$ cat config.mk
export PLATFORM = sky130hd
export DESIGN_NAME = branch_predict_unit
export DESIGN_NICKNAME = d
export VERILOG_FILES = /design/src/rtl/branch_predict_unit.sv
export SDC_FILE = /design/constraint.sdc
export NUM_CORES = 1
export LEC_CHECK = 0
export ABC_CLOCK_PERIOD_IN_PS = 4200
export CORE_MARGIN = 4
export CORE_UTILIZATION = 44
export CTS_CLUSTER_SIZE = 20
export DETAILED_ROUTE_END_ITERATION = 10
export PLACE_DENSITY = 0.74
export REMOVE_ABC_BUFFERS = 1
export SYNTH_ARGS = -nofsm -noshare
export SYNTH_HDL_FRONTEND = slang
export SYNTH_SLANG_ARGS = --single-unit
$ cat constraint.sdc
create_clock -name clk -period 4.2 [get_ports clk]
set_clock_uncertainty 0.2 [all_clocks]
set_input_delay 0.63 -clock clk [delete_from_list [all_inputs] [get_ports clk]]
set_output_delay 0.63 -clock clk [all_outputs]
set_load 0.01 [all_outputs]
$ cat src/rtl/branch_predict_unit.sv
// D-stage branch resolver with a PC-indexed table of 2-bit saturating counters for F-stage prediction.
// Define BRANCH_STATS_EN to build the resolved-branch / mispredict statistics counters.
module branch_predict_unit #(
    parameter int W        = 32,
    parameter int PHT_BITS = 6,
    parameter int CNT_W    = 32
) (
    input  logic             clk,
    input  logic             reset,
    input  logic [31:0]      pc_f,
    output logic             pred_f,
    input  logic [31:0]      instr_d,
    input  logic [31:0]      pc_d,
    input  logic             pred_d,
    input  logic [W-1:0]     D1,
    input  logic [W-1:0]     D2,
    input  logic             en_d,
    output logic             is_branch,
    output logic             branch,
    output logic             link,
    output logic             mispredict,
    output logic [CNT_W-1:0] br_cnt,
    output logic [CNT_W-1:0] miss_cnt
);
    localparam int PHT_N = 1 << PHT_BITS;

    function automatic logic [1:0] sat_step(input logic [1:0] cnt, input logic taken);
        logic [1:0] nxt;
        if (taken) begin
            nxt = (cnt == 2'b11) ? 2'b11 : cnt + 2'b01;
        end else begin
            nxt = (cnt == 2'b00) ? 2'b00 : cnt - 2'b01;
        end
        return nxt;
    endfunction

    logic [1:0]          pht_r [PHT_N];
    logic [5:0]          op_s;
    logic [4:0]          rt_s;
    logic                d1_neg_s;
    logic                d1_zero_s;
    logic                upd_s;
    logic [PHT_BITS-1:0] idx_f_s;
    logic [PHT_BITS-1:0] idx_d_s;
    logic                unused_s;

    assign op_s      = instr_d[31:26];
    assign rt_s      = instr_d[20:16];
    assign d1_neg_s  = D1[W-1];
    assign d1_zero_s = (D1 == {W{1'b0}});
    assign idx_f_s   = pc_f[PHT_BITS+1:2];
    assign idx_d_s   = pc_d[PHT_BITS+1:2];
    assign unused_s  = ^{pc_f[31:PHT_BITS+2], pc_f[1:0], pc_d[31:PHT_BITS+2], pc_d[1:0],
                         instr_d[25:21], instr_d[15:0]};

    // Branch decode and direction resolution from the forwarded operands
    always_comb begin
        is_branch = 1'b0;
        branch    = 1'b0;
        link      = 1'b0;
        case (op_s)
            6'b000100: begin is_branch = 1'b1; branch = (D1 == D2); end
            6'b000101: begin is_branch = 1'b1; branch = (D1 != D2); end
            6'b000110: begin is_branch = 1'b1; branch = d1_neg_s | d1_zero_s; end
            6'b000111: begin is_branch = 1'b1; branch = ~d1_neg_s & ~d1_zero_s; end
            6'b000001: begin
                case (rt_s)
                    5'b00000, 5'b10000: begin
                        is_branch = 1'b1;
                        branch    = d1_neg_s;
                        link      = rt_s[4];
                    end
                    5'b00001, 5'b10001: begin
                        is_branch = 1'b1;
                        branch    = ~d1_neg_s;
                        link      = rt_s[4];
                    end
                    default: begin
                        is_branch = 1'b0;
                        branch    = 1'b0;
                        link      = 1'b0;
                    end
                endcase
            end
            default: begin
                is_branch = 1'b0;
                branch    = 1'b0;
                link      = 1'b0;
            end
        endcase
    end

    assign upd_s      = en_d & is_branch;
    assign mispredict = upd_s & (branch ^ pred_d);
    // Read-before-write: a same-cycle update to this entry is not visible until after the edge
    assign pred_f     = pht_r[idx_f_s][1];

    // Pattern history table training; reset wins over a same-cycle update
    always_ff @(posedge clk) begin
        if (reset) begin
            for (int i = 0; i < PHT_N; i++) begin
                pht_r[i] <= 2'b01;
            end
        end else if (upd_s) begin
            pht_r[idx_d_s] <= sat_step(pht_r[idx_d_s], branch);
        end
    end

`ifdef BRANCH_STATS_EN
    logic [CNT_W-1:0] br_cnt_r;
    logic [CNT_W-1:0] miss_cnt_r;

    // Saturating statistics counters
    always_ff @(posedge clk) begin
        if (reset) begin
            br_cnt_r   <= {CNT_W{1'b0}};
            miss_cnt_r <= {CNT_W{1'b0}};
        end else begin
            if (upd_s && (br_cnt_r != {CNT_W{1'b1}})) begin
                br_cnt_r <= br_cnt_r + CNT_W'(1);
            end
            if (mispredict && (miss_cnt_r != {CNT_W{1'b1}})) begin
                miss_cnt_r <= miss_cnt_r + CNT_W'(1);
            end
        end
    end

    assign br_cnt   = br_cnt_r;
    assign miss_cnt = miss_cnt_r;
`else
    assign br_cnt   = {CNT_W{1'b0}};
    assign miss_cnt = {CNT_W{1'b0}};
`endif

endmodule

=== Word-level counts from Yosys, hierarchy flattened ===
Memories as Yosys holds them, arrays and structs flattened.
Index checks and enable logic that the tools add are counted.

* Register bits: 0
* Bits in writable memories: 128
* Bits of input ports: 164
* Output and inout port bits: 69
* Logic and storage cells: 48
* Memories kept: 1

* Add/subtract/negate cells: 2
* Equal/unequal tests: 11
* Mux-type cells: 19
* Bitwise operators: 7
* Reductions and logical operators: 8

{| class="wikitable"
|+ Memory list
! name !! depth !! bits a word !! rd ports !! clocked after Yosys merged registers in !! write ports !! line !! source
|-
| pht_r || 64 || 2 || 2 || 0 || 64 || 37 || <nowiki>logic [1:0] pht_r [PHT_N];</nowiki>
|}

{| class="wikitable"
|+ Operator list
! kind !! count
|-
| 32-bit == test || 1
|-
| 32-bit zero test || 1
|-
| 32-bit inequality test || 1
|-
| 6-bit by 3-bit == test with 1-bit output, second input constant || 4
|-
| 2-bit 2-to-1 mux || 6
|-
| 5-bit == test, second input constant || 2
|-
| 1-bit 2-to-1 mux || 9
|-
| 4-bit OR reduction || 2
|-
| 6-bit by 1-bit == test with 1-bit output, second input constant || 1
|-
| 6-bit 2-to-1 mux || 1
|-
| 2-bit OR reduction || 3
|-
| 5-bit by 1-bit == test with 1-bit output, second input constant || 1
|-
| 5-bit zero test || 1
|-
| 1-bit case mux with 5 select lines || 1
|-
| 1-bit case mux with 2 select lines || 2
|-
| 1-bit AND || 3
|-
| 2-bit by 1-bit adder with 2-bit output, second input constant || 1
|-
| 2-bit == test, second input constant || 1
|-
| 2-bit zero test || 1
|-
| 1-bit NOT || 2
|-
| 2-bit by 1-bit subtractor with 2-bit output, second input constant || 1
|-
| 1-bit bitwise OR || 1
|-
| 1-bit XOR || 1
|}

=== Longest topological paths before layout ===
Gate-level depths: netlist of run 1.

* Depth in word-level cells: 10
* Gate-level depth with buffers: 11
* Gate-level depth less buffers: 7

=== Least setup slack after synthesis of run 1 ===
Ideal clock, no wire load.

* Path kind: in2out
* Start: in pc_f[2]
* End: out pred_f
* Arrival: 3.070 ns
* Required time: 3.370 ns
* Slack: 0.300 ns
* Stages on the path: 5
* Path buffers: 2
* Cells stage by stage: clkbuf_1 -> buf_1 -> mux4_2 -> mux4_2 -> mux4_2

* Cells in the longest elaborated chain, start to end: 1

{| class="wikitable"
|+ RTL lines
! what !! line !! source
|-
| start: declaration || 10 || <nowiki>input logic [31:0] pc_f,</nowiki>
|-
| memory 64 x 2 bit || n/a ||
|-
| end: declaration || 11 || <nowiki>output logic pred_f,</nowiki>
|}

Every way passes these cells.

=== Final worst setup path of run 1 ===
Same ends and word-level chain as after synthesis.

==> impl_metrics.py, run 1 <==
metrics = {
    "status": {
        "status": "complete, no violations",
    },
    "final_layout": {
        "post-route-util": 0.545,
        "synthToLayoutAreaGrowth_pct": 21.7,
        "regMostFlops": "pht_r",
        "largest_reg_flops": 128,
        "antenna_cells": 0,
        "layout.nets": 1034,
        "drive_gt1_frac": 0.177,
        "reg_top3": "pht_r (128)",
        "layoutNonFillerInstCount": 1117,
    },
    "global_routing": {
        "grt_first_pass_wirelength_um": 37200,
        "antenna_found_initial": 0,
        "overflow": 0,
        "grt_start_max_net_pins": 65,
        "grt_pass1_vias": 6691,
        "grt_use_total": 0.223,
    },
    "placed_design": {
        "place.gp.congestion": 0.913,
        "dpl.cell_count": 1084,
        "dp.final_hpwl_um": 17000,
        "dp_slack_ns": -0.0609,
        "portBuffers": 95,
    },
    "floorplanning": {
        "dieArea_um2": 21400,
        "io_pins": 233,
        "die_x_um": 146,
        "core_um2": 18800,
        "rows": 50,
        "die_y_um": 146,
        "initial_utilization": 0.448,
    },
    "sta": {
        "maxSlewViolCount": 0,
        "rsz0062_at_grt": "false",
        "fin_crit_sh": 0.964,
        "fin_ws_ns": 0.153,
        "fmax_mhz": 247,
        "slew_headroom": 0.479,
        "hold_viol_final": 0,
        "period_needed_ns": 4.05,
        "worst_pin_slew_ns": 0.781,
        "whs_ns": 0.834,
        "setup_tns_ns": 0,
        "finalSetupViolations": 0,
    },
    "routing": {
        "via_per_inst": 6.26,
        "wire_per_inst_um": 22.1,
        "drt_wl_total_um": 24700,
        "drt_iter0_markers": 805,
        "ant_nets": 0,
        "drtPass1Iterations": 5,
        "remaining_drc_errors": 0,
        "vias": 6991,
    },
    "synth": {
        "netlist_area_um2": 8410,
        "async_flop_share": 0,
        "netlist_top_cells_area": "edfxtp_1 (46%), buf_4 (6.0%), mux4_2 (5.6%), nand4_1 (5.1%), nand2b_1 (4.7%)",
        "ys_types": 60,
        "ys_seq_elements": 128,
        "syn_area_per_cell_um2": 10.9,
        "ys_warn_count": 0,
        "yosysSeqAreaShare": 0.457,
        "synthCells": 774,
        "synth_flop_cell": "edfxtp_1",
        "synth_top_area_share": 0.457,
        "synth_top_area_cell": "edfxtp_1",
        "netlist_top_cells_count": "edfxtp_1 (128), nand2_1 (71), nand4_1 (68)",
        "synth_edf_count": 128,
        "yosysMostFrequentCell": "edfxtp_1",
    },
    "clock_network": {
        "cts.clk_slew.worst_paths_ns": 0.06,
        "htreeDepth": 4,
        "cts_tree": "built",
        "cts_root_buf": "clkbuf_16",
        "cts_hold_buf": 0,
        "cts.path.max_buffers": 2,
        "clock_latency_ns": 0.42,
        "cts_inserted_buffers": 17,
        "clock_sinks": 128,
    },
    "run": {
        "max_cap_viol_count": 0,
    },
    "setup_path": {
        "worst_path_most_repeated_cell": "mux4_2",
        "path_cells": "clkdlybuf4s50_1 -> buf_12 -> mux4_2 -> mux4_2 -> mux4_2 -> dlygate4sd2_1",
        "crit_type": "in -> out",
        "end_kind": "output pin",
        "worstPathRequired_ns": 3.37,
        "startpoint_type": "primary input",
        "crit_path_max_fanout": 16,
        "slowest_delay_ns": 0.54,
        "critical_path_arrival_ns": 3.22,
        "crit_family": "multiplexers",
        "slowest_stage": "mux4_2",
        "cp.buffers_inverters": 3,
    },
    "power": {
        "max-vdd-ir-drop_v": 0.000288,
        "p_int_uw": 2610,
        "switching_share": 0.261,
        "power_frac_seq": 0.409,
        "pwr-share-clk": 0.439,
        "switchingPower_uw": 923,
        "power.density_nw_per_um2": 345,
        "power.leakage_uw": 0.00345,
        "combPwrFrac": 0.151,
    },
    "min_path": {
        "hold_path_class": "in -> reg",
    },
}
==> worst register-to-register path: stages (launching register included) <==
cell	delay (ns)
edfxtp_1	0.42
a32o_1	0.26
or4_1	0.49
a22oi_1	0.31
nand4_2	0.29
o22ai_4	0.23
buf_12	0.32
nand4_1	0.18
==> placed cells by master, fill, tap and decap left out, types with 6 or more instances in the layout <==
cell	count
conb_1	64
clkdlybuf4s50_1	91
xor2_1	33
nand2b_1	63
nor4_2	6
buf_12	12
nand4_1	68
o21ai_0	7
a221oi_1	25
clkbuf_16	17
nor3_1	6
o211ai_1	7
buf_4	49
a21oi_2	10
a21oi_1	56
o22a_1	7
mux4_2	21
edfxtp_1	128
nand2_1	70
inv_6	9
nor4_1	15
or2_2	6
mux2i_1	19
==> repair_timing <==
action	in CTS	in global routing
gates resized for setup	2	3
pin swaps	0	1
setup endpoints to repair	2	1
buffers inserted	0	1
==> layer usage <==
metal | vias up | GRT usage | part of all wire
met5 | - | 0 | 0
met4 | 0 | 0.0992 | 0.039
met3 | 76 | 0.0543 | 0.11
met2 | 510 | 0.381 | 0.49
met1 | 3353 | 0.268 | 0.36
li1 | 3052 | - | -
==> cells by family (layout without fill, tap and decap cells) <==
logic type,count (synthesis),in the layout,synth area share
AO/OA/AOI/OAI,148,148,0.128
flip-flops,128,128,0.457
buffers and inverters,147,193,0.111
other,1,64,0.000446
AND/OR/NAND/NOR,277,277,0.190
multiplexers,40,40,0.0789
XOR/XNOR,33,33,0.0344
==> cell type report <==
type	instances	area, µm²
clock buffer	17	425
fill	1572	8540
tap	234	293
inverter	5	18.8
sequential	128	3840
timing repair buffer	156	1550
multi-input combinational	562	3910
clock inverter	15	195
==> metrics by stage <==
step	area, µm²	total power [µW]
6_report	10200	3530
5_1_grt	10200	3640
4_1_cts	10200	3540
3_5_place_dp	9590	2000
3_3_place_gp	9590	1990
2_1_floorplan	7720	1710
==> power by group through the flow <==
stage	clock [µW]	sequential (µW)	combinational (µW)
floorplan	0	1460	246
global placement	0	1470	520
detailed placement	0	1470	525
CTS	1560	1450	526
global route	1630	1450	565
finish	1550	1450	535
==> final timing paths <==
kind | from | to | slack (ns) | cells after the start
worst max-delay path | pc_f[2] | pred_f | 0.15 | 6
worst min-delay path | reset | pht_r[1][1]$_SDFFCE_PN0P_ | 0.83 | 2
worst max register to register | pht_r[21][1]$_SDFFCE_PN0P_ | pht_r[59][0]$_SDFFCE_PN1P_ | 1.21 | 7
worst min register to register | pht_r[61][1]$_SDFFCE_PN0P_ | pht_r[25][0]$_SDFFCE_PN1P_ | 1.15 | 7
No activity file was read; power rests on OpenSTA's default activity.
==> run 2: changes to the inputs <==
- CELL_PAD_IN_SITES_DETAIL_PLACEMENT: default -> 2
- CELL_PAD_IN_SITES_GLOBAL_PLACEMENT: default -> 2
- CORE_UTILIZATION: 44 -> 31
- PLACE_DENSITY: 0.74 -> 0.88
==> run 2 against run 1 <==
Against the previous run: via count grew 4.6%; combinational power grew 8.4%; maximum frequency shrank 1.9%; critical endpoint unchanged; largest power group unchanged.
==> impl_metrics.py, run 2 (synthesis results as in run 1) <==
metrics = {
    "min_path": {
        "worst_hold_startpoint": "pc_d[4]",
        "hold_end": "pht_r[31][1]$_SDFFCE_PN0P_",
        "worstHoldPathCells": 4,
        "hold_path_class": "in -> reg",
    },
    "placed_design": {
        "dp.final_hpwl_um": 21600,
        "dp_slack_ns": -0.134,
        "place.gp.congestion": 0.847,
        "portBuffers": 95,
    },
    "floorplanning": {
        "die_x_um": 173,
        "die_y_um": 173,
        "core_um2": 26800,
        "initial_utilization": 0.314,
        "io_pins": 233,
        "rows": 60,
        "dieArea_um2": 29800,
    },
    "run": {
        "max_cap_viol_count": 0,
    },
    "routing": {
        "via_per_inst": 5.98,
        "drtPass1Iterations": 5,
        "wire_per_inst_um": 27.7,
        "remaining_drc_errors": 0,
        "ant_nets": 0,
        "drt_iter0_markers": 683,
        "drt_wl_total_um": 33900,
        "vias": 7316,
    },
    "clock_network": {
        "clock_sinks": 128,
        "cts_tree": "built",
        "cts.path.max_buffers": 2,
        "clock_latency_ns": 0.44,
        "cts_inserted_buffers": 17,
        "cts_root_buf": "clkbuf_16",
        "cts.clk_slew.worst_paths_ns": 0.06,
        "htreeDepth": 4,
    },
    "sta": {
        "slew_headroom": 0.263,
        "fin_ws_ns": 0.0746,
        "finalSetupViolations": 0,
        "rsz0062_at_grt": "false",
        "whs_ns": 0.796,
        "fin_crit_sh": 0.982,
        "worst_pin_slew_ns": 1.10,
        "fmax_mhz": 242,
        "hold_viol_final": 0,
        "period_needed_ns": 4.13,
        "maxSlewViolCount": 0,
    },
    "global_routing": {
        "grt_first_pass_wirelength_um": 50300,
        "grt_start_max_net_pins": 53,
        "grt_pass1_vias": 7905,
        "overflow": 0,
        "grt_use_total": 0.221,
        "antenna_found_initial": 0,
    },
    "final_layout": {
        "synthToLayoutAreaGrowth_pct": 23.4,
        "regMostFlops": "pht_r",
        "layout.nets": 1034,
        "reg_top3": "pht_r (128)",
        "largest_reg_flops": 128,
        "mostFrequentLayoutCells": "edfxtp_1 (128), clkdlybuf4s50_1 (91), nand2_1 (70)",
        "post-route-util": 0.387,
        "final_common_cell": "edfxtp_1",
        "antenna_cells": 0,
        "drive_gt1_frac": 0.177,
    },
    "power": {
        "max-vdd-ir-drop_v": 0.000326,
        "switching_share": 0.280,
        "switchingPower_uw": 990,
        "p_int_uw": 2550,
        "power.leakage_uw": 0.00344,
        "pwr-share-clk": 0.425,
        "power_frac_seq": 0.411,
        "total_power_uw": 3540,
        "combPwrFrac": 0.164,
        "power.density_nw_per_um2": 341,
    },
    "setup_path": {
        "regToRegSetupSlack_ns": 0.92,
        "crit_path_max_fanout": 8,
        "critical_path_arrival_ns": 3.30,
        "r2r_cells": 8,
        "worstPathRequired_ns": 3.37,
        "timing.rr.end": "pht_r[16][1]$_SDFFCE_PN0P_",
        "cp-startpoint": "pc_f[2]",
        "startpoint_type": "primary input",
        "rr_startpoint": "pht_r[16][1]$_SDFFCE_PN0P_",
        "end_kind": "output pin",
        "crit_type": "in -> out",
    },
    "status": {
        "status": "complete, no violations",
    },
}
==> run 2: cell types whose count changed in the layout (fill, tap and decap cells not counted), sizes merged <==
cell           delta
inv               -8
bufinv            -1
buf               -1
clkdlybuf4s15     +1
clkinv            +9
bufbuf            +1
dlymetal6s2s      -1
==> run 2: worst max-delay path by stage <==
stage / slack [ns] / cells past startpoint / endpoint
global route: 0.003 / 10 / branch
CTS: 0.03 / 6 / pred_f
global placement: -0.05 / 6 / pred_f
floorplan: 0.49 / 5 / pht_r[1][0]$_SDFFCE_PN1P_
finish: 0.07 / 6 / pred_f
detailed placement: -0.13 / 9 / pht_r[60][1]$_SDFFCE_PN0P_
==> run 2: metrics by stage <==
stage	setup TNS [ns]	cells	area (µm²)
6_report	0	1224	10400
5_1_grt	0	1224	10400
4_1_cts	0	1223	10400
3_5_place_dp	-7.60	1189	9720
3_3_place_gp	-0.0542	1189	9720
2_1_floorplan	0	695	7720
==> run 2: area by class of cell <==
class | count | area [µm²]
inverter | 5 | 18.8
multi-input combinational | 562 | 3920
clock buffer | 17 | 425
tap | 341 | 427
timing repair buffer | 156 | 1570
fill | 2810 | 16400
clock inverter | 15 | 164
sequential | 128 | 3840
==> run 2: timing repair <==
item | in CTS | in global routing
gates resized for setup | 3 | 3
setup buffers | 1 | 1
hold buffers | 0 | 0
setup endpoints to repair | 2 | 3
pin swaps | 1 | 1
gates cloned | 1 | 0
==> run 2: critical path: stages <==
cell and delay [ns]:
clkdlybuf4s15_1 0.29, bufbuf_16 0.34, mux4_2 0.51, mux4_2 0.51, mux4_2 0.52, clkdlybuf4s50_1 0.50
==> run 2: power by group through the flow <==
stage	logic, µW	registers (µW)	clock network [µW]
after global routing	607	1450	1570
after CTS	569	1450	1510
after floorplan	246	1460	0
after global placement	533	1470	0
final	580	1450	1500
after detailed placement	551	1480	0
==> run 2: per-layer routing <==
metal / GRT usage / vias to the layer above / share of wire / wire (µm)
li1: - / 3046 / - / -
met1: 0.249 / 3712 / 0.37 / 12700
met2: 0.384 / 430 / 0.50 / 16900
met3: 0.0503 / 128 / 0.069 / 2360
met4: 0.131 / 0 / 0.060 / 2040
met5: 0 / - / 0 / 0
